## src/rtl/freq_meter.sv

```systemverilog
`default_nettype none
// ============================================================================
// Module   : freq_meter
// Purpose  : Gate-window frequency counter. Counts rising edges of an
//            asynchronous input over GATE_CYCLES cycles of i_CLK and
//            reports the count once per window.
// Revision : 1.0 - initial release
// ----------------------------------------------------------------------------
// Parameters
//   GATE_CYCLES : window length in i_CLK cycles (>= 2)
//   CNT_W       : width of the edge counter and of o_FREQ
// Ports
//   i_CLK   in   system clock
//   i_RST   in   synchronous active-high reset
//   i_EN    in   measurement enable (level), windows run back-to-back
//   i_SIG   in   asynchronous signal to measure
//   o_FREQ  out  edge count of the last completed window
//   o_VALID out  one-cycle pulse, o_FREQ/o_OVF just updated
//   o_OVF   out  last completed window saturated the counter
//   o_BUSY  out  high while not idle
// ============================================================================
module freq_meter #(
  parameter int GATE_CYCLES = 100000000,
  parameter int CNT_W       = 32
) (
  input  logic             i_CLK,
  input  logic             i_RST,
  input  logic             i_EN,
  input  logic             i_SIG,
  output logic [CNT_W-1:0] o_FREQ,
  output logic             o_VALID,
  output logic             o_OVF,
  output logic             o_BUSY
);

  localparam int            GW        = (GATE_CYCLES > 2) ? $clog2(GATE_CYCLES) : 1;
  localparam logic [GW-1:0] GATE_LAST = GW'(GATE_CYCLES - 1);

  localparam logic [1:0] ST_IDLE  = 2'd0;
  localparam logic [1:0] ST_GATE  = 2'd1;
  localparam logic [1:0] ST_LATCH = 2'd2;

  logic [1:0]       state_q, state_d;
  logic [GW-1:0]    gate_cnt_q, gate_cnt_d;
  logic [CNT_W-1:0] edge_cnt_q, edge_cnt_d;
  logic             sat_q, sat_d;
  logic [CNT_W-1:0] freq_q, freq_d;
  logic             valid_q, valid_d;
  logic             ovf_q, ovf_d;
  logic             busy_q, busy_d;
  logic             sig_s1_q, sig_s2_q, sig_s3_q;

  logic             edge_hit;
  logic             cnt_full;
  logic             win_last;
  logic [CNT_W-1:0] cnt_inc;
  logic             sat_inc;

  // Two flops resynchronise i_SIG; the third gives the previous sample for
  // rising-edge detection.
  always_ff @(posedge i_CLK) begin
    if (i_RST) begin
      sig_s1_q <= 1'b0;
      sig_s2_q <= 1'b0;
      sig_s3_q <= 1'b0;
    end else begin
      sig_s1_q <= i_SIG;
      sig_s2_q <= sig_s1_q;
      sig_s3_q <= sig_s2_q;
    end
  end

  assign edge_hit = sig_s2_q & ~sig_s3_q;
  assign cnt_full = &edge_cnt_q;
  assign win_last = (state_q == ST_GATE) && (gate_cnt_q == GATE_LAST);

  // Count including the current cycle's edge; an edge arriving while the
  // counter is already all-ones is an overflow, the counter holds.
  assign cnt_inc  = (edge_hit && !cnt_full) ? edge_cnt_q + CNT_W'(1) : edge_cnt_q;
  assign sat_inc  = sat_q | (edge_hit & cnt_full);

  // State and datapath registers
  always_ff @(posedge i_CLK) begin
    if (i_RST) begin
      state_q    <= ST_IDLE;
      gate_cnt_q <= '0;
      edge_cnt_q <= '0;
      sat_q      <= 1'b0;
      freq_q     <= '0;
      valid_q    <= 1'b0;
      ovf_q      <= 1'b0;
      busy_q     <= 1'b0;
    end else begin
      state_q    <= state_d;
      gate_cnt_q <= gate_cnt_d;
      edge_cnt_q <= edge_cnt_d;
      sat_q      <= sat_d;
      freq_q     <= freq_d;
      valid_q    <= valid_d;
      ovf_q      <= ovf_d;
      busy_q     <= busy_d;
    end
  end

  // Next-state logic; dropping i_EN in GATE aborts even on the last cycle.
  always_comb begin
    state_d = state_q;
    case (state_q)
      ST_IDLE:  if (i_EN) state_d = ST_GATE;
      ST_GATE: begin
        if (!i_EN)        state_d = ST_IDLE;
        else if (win_last) state_d = ST_LATCH;
      end
      ST_LATCH: state_d = i_EN ? ST_GATE : ST_IDLE;
      default:  state_d = ST_IDLE;
    endcase
  end

  // Output / datapath next values. Counters default to zero, so IDLE, LATCH
  // and an aborted window all leave them cleared; an edge seen in LATCH is
  // therefore dropped.
  always_comb begin
    gate_cnt_d = '0;
    edge_cnt_d = '0;
    sat_d      = 1'b0;
    freq_d     = freq_q;
    ovf_d      = ovf_q;
    valid_d    = 1'b0;
    if ((state_q == ST_GATE) && i_EN) begin
      if (win_last) begin
        freq_d  = cnt_inc;
        ovf_d   = sat_inc;
        valid_d = 1'b1;
      end else begin
        gate_cnt_d = gate_cnt_q + GW'(1);
        edge_cnt_d = cnt_inc;
        sat_d      = sat_inc;
      end
    end
    busy_d = (state_d != ST_IDLE);
  end

  assign o_FREQ  = freq_q;
  assign o_VALID = valid_q;
  assign o_OVF   = ovf_q;
  assign o_BUSY  = busy_q;

endmodule
`default_nettype wire

```

## config.mk

```make
export PLATFORM = sky130hd
export DESIGN_NAME = freq_meter
export DESIGN_NICKNAME = d
export VERILOG_FILES = /design/src/rtl/freq_meter.sv
export SDC_FILE = /design/constraint.sdc
export NUM_CORES = 1
export LEC_CHECK = 0
export ABC_CLOCK_PERIOD_IN_PS = 2970
export CAP_MARGIN = 20
export CORE_ASPECT_RATIO = 1.5
export CORE_MARGIN = 2
export CORE_UTILIZATION = 57
export CTS_CLUSTER_DIAMETER = 50
export DETAILED_ROUTE_END_ITERATION = 10
export HOLD_SLACK_MARGIN = 0.05
export PLACE_DENSITY = 0.79
export RECOVER_POWER = 50
export SETUP_SLACK_MARGIN = 0.3
export SKIP_LAST_GASP = 1
export SYNTH_ARGS = -nofsm -noshare
export SYNTH_HDL_FRONTEND = slang
export SYNTH_SLANG_ARGS = --single-unit
```

## constraint.sdc

```tcl
create_clock -name i_CLK -period 2.97 [get_ports i_CLK]
set_input_delay 0.594 -clock i_CLK [delete_from_list [all_inputs] [get_ports i_CLK]]
set_output_delay 0.594 -clock i_CLK [all_outputs]
set_load 0.1 [all_outputs]
```

# After elaboration in Yosys (flattened, before gate mapping)
# Cells that the tools add are included.
[word_totals]
ff_bits = 100
input_bits = 4
word_cells = 38
[op_classes]
add_sub_neg = 2
eq_ne = 3
n_mux = 7
bitwise = 5
n_reduce_logical = 10
[ops]
columns = ["cell", "count"]
rows = [
  ["$add 32x1->32 const B", 1],
  ["$mux 32", 1],
  ["$reduce_and 32->1", 1],
  ["$add 27x1->27 const B", 1],
  ["$eq 27x27->1 const B", 1],
  ["$mux 2", 3],
  ["$pmux 2 s3", 1],
  ["$logic_and 1x1->1", 3],
  ["$reduce_or 3->1", 1],
  ["$and 1x1->1", 2],
  ["$eq 2x1->1 const B", 1],
  ["$eq 2x2->1 const B", 1],
  ["$logic_not 2->1", 1],
  ["$mux 1", 2],
  ["$not 1->1", 2],
  ["$reduce_and 2->1", 1],
  ["$reduce_bool 2->1", 1],
  ["$reduce_or 2->1", 1],
  ["$logic_not 1->1", 1],
  ["$or 1x1->1", 1],
]

# Longest topological paths before layout
# Gate-level depths: netlist (run 1).
[logic_depth]
depth_word = 6
ltp_mapped = 8
mapped_depth_nobuf = 7

# Worst setup path after synthesis (run 1)
# Ideal clock, no wire load.
[synth_timing]
path_kind = "register to register"
start = "reg gate_cnt_q[11]"
end = "reg freq_q[30] (netlist: o_FREQ[30])"
setup_ps = 80
arrival_ps = 2050
slack_ps = 840
stages_incl_launch_ff = 8
path_cell_list = "dfxtp_1 or4_1 nor4_2 nand4_2 nor2_4 buf_6 nor2_1 a211oi_2"
[synth_via]
elab_chain_len = 3
[synth_lines]
columns = ["item", "line_no", "source"]
rows = [
  ["start: declaration", "44", "logic [GW-1:0] gate_cnt_q, gate_cnt_d;"],
  ["start signal: assignment", "95", "gate_cnt_q <= gate_cnt_d;"],
  ["$eq 27x27->1", "75", "assign win_last = (state_q == ST_GATE) && (gate_cnt_q == GATE_LAST);"],
  ["$logic_and 1x1->1", "75", ""],
  ["$reduce_and 2->1 (no line)", "n/a", ""],
  ["end signal: assignment", "98", "freq_q <= freq_d;"],
  ["end: declaration", "47", "logic [CNT_W-1:0] freq_q, freq_d;"],
]
# No other way between the ends.
# A chain may end at the register's enable or synchronous reset.

# Worst setup path in the final report (run 1)
[layout_timing]
start = "reg gate_cnt_q[11]"
end = "reg gate_cnt_q[3]"
[layout_via]
elab_chain_len = 3
[layout_lines]
columns = ["item", "line_no"]
rows = [
  ["$eq 27x27->1", "75"],
  ["$logic_and 1x1->1", "75"],
  ["$reduce_or 3->1 (no line)", "n/a"],
]
# No other way between the ends.

==> metrics.txt, run 1 <==
Slew HR -0.0199; total number of vias 3324; syn avg cell area 9.06 um^2; Synth Register Bits 100; reg2reg path depth 6; leakage power 0.00153 uW; WP data arrival 2690 ps; area added between synthesis and finish 11.0%; failing checks max-capacitance violations, max-slew violations; RSZ-0062 raised after global routing no; final setup fails 0; Hold Slack 454 ps; # IOs 39; post_cts resized 0; CP max FO 27; first-pass GRT wire length 14.2 mm; min Tclk post-route 2460 ps; fin crit share 0.827; Port Buffers 38; crit end category flop; min-delay src sig_s1_q; die area 7950 um^2; r2r setup slk 510 ps; share of cells above drive strength 1 0.0717; Final Slew Violations 34; Max-Cap Viols 1; peak supply drop 0.340 mV; global-route usage over all layers 0.227; Final TNS setup 0 ps; Seq/Total Area, Yosys 0.485; clock root buffer clkbuf_8; Startpoint Class flop; Total Wirelength 8.38 mm; Sink Count 100; pwr dens 500 nW/um^2; CP required 3210 ps; reg2reg start gate_cnt_q[11]; largest net degree at the start of global routing 34; core area 7130 um^2; post-synth cell types 40; total setup buffers inserted after CTS 0; Via density 5.71; CP top delay family simple AND/OR/NAND/NOR gates; Initial DRC Count 211; Buf/Inv on CP 1; Post-route DRC 0; DRT Pass-1 Iters 5; stages on the worst setup path 6; std cell rows 38; Worst Tran Pin Value 1530 ps; Routed WL per cell 14.4 um; Syn Inst Count 455; vias in the first global route 3215; fillers 663; Clk Latency, worst-skew pair 370 ps; Worst R2R End gate_cnt_q[3]; H-tree depth 3; Post-CTS Hold Buffers 0; # nets final 503; Layout Skew 10.3 ps; TritonCTS Buffers 9; max incr delay on CP 540 ps; maximum clock insertion buffer count 2; Slowest cell on crit path or4_1; Hold Path Class flop to flop; initial antenna violation count 0; Synthesized Nets 461; initial core utilization 0.578; outcome finished with violations; GPL Wtd Cong 0.870; final hold viol count 0; Horiz. Die Dim 73.5 um; die height 108 um; CP endpoint gate_cnt_q[3]; Worst Setup SP gate_cnt_q[11]; critical path, cell by cell or4_1 > nor4_1 > nand4_2 > nand4_1 > clkbuf_2 > nor2_1; post-detail-place hpwl 5.96 mm; synth warn 0; remaining global-route overflow 0; CP Class flop to flop; Antenna Nets Post-Route 0; Ant. Diodes 0; TritonCTS clock tree yes; clock-pin slew on the worst setup and hold paths 90 ps; cell area after synthesis 4120 um^2; Max Freq 407 MHz
[report_power, final]
part           switching (uW)  internal (uW)
Clock                     445            459
Combinational            28.3           9.14
Sequential               1.78           1340
[cell usage in the layout (no fill, tap or decap), types with 10 or more instances in the layout]
| master | instances |
|---|---|
| xor2_1 | 42 |
| nor2_1 | 99 |
| a211oi_1 | 24 |
| and3_1 | 13 |
| nor2b_1 | 10 |
| nand2_1 | 27 |
| nand4_1 | 23 |
| clkbuf_1 | 37 |
| clkbuf_8 | 12 |
| xnor2_1 | 10 |
| nand3_1 | 24 |
| a21oi_1 | 10 |
| dfxtp_1 | 100 |
[cell type report]
| class | instances | area [um^2] | area share |
|---|---|---|---|
| Timing Repair Buffer | 50 | 258 | 0.0563 |
| Multi-Input combinational cell | 333 | 1990 | 0.435 |
| Clock buffer | 13 | 169 | 0.0369 |
| Sequential cell | 100 | 2000 | 0.437 |
| Tap cell | 80 | 100 | 0.0219 |
| Inverter | 3 | 11.3 | 0.00246 |
| Clock inverter | 3 | 43.8 | 0.00957 |
[routing by layer]
metal  vias to the layer above  track usage  wire [um]  share of wire
li1                       1655            -          -              -
met4                         0        0.101        168          0.020
met3                        13       0.0475        278          0.033
met5                         -            0          0              0
met1                      1609        0.250       3420           0.41
met2                        47        0.409       4510           0.54
[stage by stage]
step,total power [uW],std cells,instance area (um^2),util,setup WS (ps)
CTS,2310,580,4710,0.661,427
detailed placement,1420,564,4500,0.631,505
finish,2290,582,4580,0.642,514
global placement,1420,564,4500,0.631,564
global route,2360,582,4580,0.642,255
floorplan,1400,455,4120,-,840
[kinds of logic after synthesis]
| logic type | Yosys count | synth area share |
|---|---|---|
| xor+xnor | 52 | 0.110 |
| buf+inv | 22 | 0.0282 |
| fa+ha+maj | 2 | 0.00607 |
| mux | 2 | 0.00485 |
| flops | 100 | 0.485 |
| compound gates | 48 | 0.0825 |
| simple gates | 229 | 0.282 |
[worst min path at each step]
| stage | to | depth (start not counted) | slack (ps) |
|---|---|---|---|
| 6_report | sig_s2_q | 1 | 450 |
| 5_1_grt | sig_s2_q | 1 | 480 |
| 4_1_cts | sig_s2_q | 1 | 460 |
| 3_5_place_dp | sig_s2_q | 1 | 450 |
| 3_3_place_gp | sig_s2_q | 1 | 430 |
| 2_1_floorplan | sig_s2_q | 1 | 410 |
[sequential cells by signal, summed over array words and instances (netlist names)]
register	count
o_OVF	1
sig_s3_q	1
o_VALID	1
sig_s2_q	1
o_BUSY	1
sat_q	1
edge_cnt_q	32
sig_s1_q	1
o_FREQ	32
gate_cnt_q	27
state_q	2
[synthesized netlist by cell type]
library cell | n | share of area
a211oi_1 | 24 | 0.044
a211oi_2 | 3 | 0.0091
a21oi_1 | 10 | 0.012
a31oi_1 | 2 | 0.0030
a41o_1 | 1 | 0.0024
and2_1 | 6 | 0.0091
and3_1 | 13 | 0.020
and3b_1 | 1 | 0.0021
and4_1 | 6 | 0.013
buf_2 | 9 | 0.011
buf_6 | 3 | 0.0082
clkbuf_1 | 7 | 0.0064
dfxtp_1 | 100 | 0.49
ha_1 | 2 | 0.0061
inv_1 | 3 | 0.0027
mux2i_1 | 2 | 0.0049
nand2_1 | 27 | 0.025
nand2b_1 | 1 | 0.0015
nand3_1 | 24 | 0.029
nand4_1 | 23 | 0.035
nand4_2 | 1 | 0.0030
nand4b_2 | 1 | 0.0036
nor2_1 | 99 | 0.090
nor2_4 | 2 | 0.0055
nor2b_1 | 10 | 0.015
nor3_1 | 5 | 0.0061
nor3b_1 | 2 | 0.0036
nor4_1 | 1 | 0.0015
nor4_2 | 1 | 0.0030
nor4_4 | 1 | 0.0052
nor4b_1 | 1 | 0.0021
nor4b_2 | 1 | 0.0036
o211ai_1 | 2 | 0.0036
o21ai_0 | 4 | 0.0049
o22ai_1 | 1 | 0.0015
o41ai_1 | 1 | 0.0021
or3b_2 | 2 | 0.0042
or4_1 | 1 | 0.0018
xnor2_1 | 10 | 0.021
xor2_1 | 42 | 0.089
[worst register-to-register path: stages, from the launching register on]
cell and delay, ps:
dfxtp_1 360, or4_1 540, nor4_1 420, nand4_2 260, nand4_1 180, clkbuf_2 460
nor2_1 110
No activity file was read; power rests on OpenSTA's default activity.
==> run 2: changes to the inputs <==
--- a/config.mk
+++ b/config.mk
@@ -5,15 +5,15 @@
 export SDC_FILE = /design/constraint.sdc
 export NUM_CORES = 1
 export LEC_CHECK = 0
-export ABC_CLOCK_PERIOD_IN_PS = 2970
+export ABC_CLOCK_PERIOD_IN_PS = 2200
 export CAP_MARGIN = 20
 export CORE_ASPECT_RATIO = 1.5
 export CORE_MARGIN = 2
-export CORE_UTILIZATION = 57
+export CORE_UTILIZATION = 51
 export CTS_CLUSTER_DIAMETER = 50
 export DETAILED_ROUTE_END_ITERATION = 10
 export HOLD_SLACK_MARGIN = 0.05
-export PLACE_DENSITY = 0.79
+export PLACE_DENSITY = 0.75
 export RECOVER_POWER = 50
 export SETUP_SLACK_MARGIN = 0.3
 export SKIP_LAST_GASP = 1
==> constraint.sdc (replaced) <==
create_clock -name i_CLK -period 2.2 [get_ports i_CLK]
set_input_delay 0.44 -clock i_CLK [delete_from_list [all_inputs] [get_ports i_CLK]]
set_output_delay 0.44 -clock i_CLK [all_outputs]
set_load 0.1 [all_outputs]
==> run 2 against run 1 <==
Effect of this change: the run now ends clean; sequential power rose by 36%; routed wire length increased by 26%; combinational power rose by 94%; power is 44% higher; cell count rose by 11%; core utilization grew 3.6 points; clock power is 54% higher; critical endpoint is now o_FREQ[21].
==> metrics.txt, run 2 (synthesis gave the netlist of run 1 again) <==
area added between synthesis and finish 30.0%; leakage power 0.00198 uW (+29%); TritonCTS clock tree yes; first-pass GRT wire length 16.0 mm (+13%); core area 7910 um^2 (+11%); pwr dens 613 nW/um^2 (+23%); Post-Layout Inst Area 5360 um^2 (+17%); critical path, cell by cell or4_4 > nor4_4 > nand4_1 > nor2_4 > clkbuf_4 > nor2_2 > a211oi_2; placed inst area 4700 um^2 (+4.4%); die height 114 um (+5.5%); GPL Wtd Cong 0.846 (-2.8%); Sink Count 100 (unchanged); fin crit share 0.959 (+0.132); share of cells above drive strength 1 0.278 (+0.207); total number of vias 3553 (+6.9%); final setup fails 0 (unchanged); # nets final 541 (+7.6%); RSZ-0062 raised after global routing yes; remaining global-route overflow 0 (unchanged); Worst Tran Pin Value 563 ps (-967 ps); Layout Cells excl Fill 644 (+11%); Slew HR 0.626 (+0.646); clock-pin slew on the worst setup and hold paths 60 ps (-30 ps); Max Freq 474 MHz (+16%); largest net degree at the start of global routing 34 (unchanged); CP max FO 5 (-81%); Final Slew Violations 0 (-100%); clock root buffer clkbuf_16; crit end category flop; Max-Cap Viols 0 (-1); Layout Skew 7.17 ps (-3.11 ps); Hold Path Class flop to flop; std cell rows 40 (+5.3%); Post-route DRC 0 (unchanged); Total Wirelength 10.6 mm (+26%); outcome completed; Slowest cell on crit path or4_4; Startpoint Class flop; r2r setup slk 90 ps (-420 ps); final hold viol count 0 (unchanged); initial core utilization 0.522 (-0.0567); CP top delay family simple AND/OR/NAND/NOR gates; Buf/Inv on CP 1 (unchanged); Horiz. Die Dim 77.4 um (+5.4%); Initial DRC Count 296 (+40%); # IOs 39 (unchanged); Via density 5.52 (-3.4%); dpl cells 604 (+7.1%); Routed WL per cell 16.4 um (+14%); H-tree depth 3 (unchanged); Port Buffers 38 (unchanged); Post-CTS Hold Buffers 0 (unchanged); post-detail-place hpwl 6.19 mm (+3.8%); initial antenna violation count 0 (unchanged); fillers 667 (+0.60%); WP data arrival 2380 ps (-310 ps); TritonCTS Buffers 9 (unchanged); CP required 2470 ps (-740 ps); peak supply drop 0.584 mV (+72%); Clk Latency, worst-skew pair 350 ps (-20 ps); die area 8840 um^2 (+11%); maximum clock insertion buffer count 2 (unchanged); DRT Pass-1 Iters 4 (-1); final design utilization 0.678 (+0.0363); CP Class flop to flop; PnR Total Power 3280 uW (+44%); Ant. Diodes 0 (unchanged); commonest non-fill, non-tap cell in the layout dfxtp_1; Antenna Nets Post-Route 0 (unchanged); max incr delay on CP 540 ps (about the same); most frequent cells in the layout dfxtp_1 (96), nor2_1 (90), xor2_1 (38); vias in the first global route 3397 (+5.7%); min Tclk post-route 2110 ps (-346 ps); global-route usage over all layers 0.231 (+0.00356)
==> run 2: cell types whose count changed in the layout (fill, tap and decap cells not counted), moves of 5 or more <==
cell,previous run,this run
clkbuf_8,12,0
buf_6,0,7
clkbuf_2,1,37
nor2_1,99,90
a211oi_1,24,12
clkbuf_1,37,5
clkbuf_16,0,11
nor2_2,0,5
a211oi_2,3,15
buf_4,9,30
==> run 2: final timing paths <==
path | cells past startpoint | from | end
min | 1 | sig_s1_q | sig_s2_q
min reg2reg | 1 | sig_s1_q | sig_s2_q
max reg2reg | 7 | gate_cnt_q[19] | o_FREQ[21]
max | 7 | gate_cnt_q[19] | o_FREQ[21]
==> run 2: layout make-up <==
class                           count  area, um^2  share of cell area
Multi-Input combinational cell    333        2240               0.417
Sequential cell                   100        2010               0.374
Timing Repair Buffer               88         723               0.135
Clock buffer                       13         240              0.0448
Tap cell                          105         131              0.0245
Clock inverter                      2        12.5             0.00233
Inverter                            3        11.3             0.00210
==> run 2: stage by stage <==
stage,setup WS [ps],setup TNS [ps],hold slack [ps]
after global placement,140,0,428
after CTS,141,0,438
after detailed placement,75.8,0,425
final,89.7,0,435
after floorplan,275,0,414
after global routing,-0.185,-0.185,455
==> run 2: what timing repair did <==
action                                  in CTS  in global routing
endpoints found under the setup margin      92                 96
gates cloned                                 3                  4
buffers inserted                            13                  5
gates resized for setup                     26                 36
pin swaps                                    4                 17
==> run 2: routing by layer <==
layer  share of wire  routed length, um  track usage  vias up
li1                -                  -            -     1738
met1            0.38               3990        0.256     1709
met2            0.55               5790        0.431       92
met3           0.047                500       0.0442       14
met4           0.026                273       0.0893        0
met5               0                  0            0        -
==> run 2: report_power, final <==
group / switching [uW] / total, uW / internal [uW]
clock: 634 / 1390 / 760
sequential: 2.78 / 1820 / 1810
combinational: 48.7 / 72.7 / 24.0
==> run 2: worst reg2reg max path, stage by stage, from the launching register on <==
cell and delay [ps]:
dfxtp_1 310, or4_4 540, nor4_4 250, nand4_1 230
nor2_4 220, clkbuf_4 250, nor2_2 50, a211oi_2 170
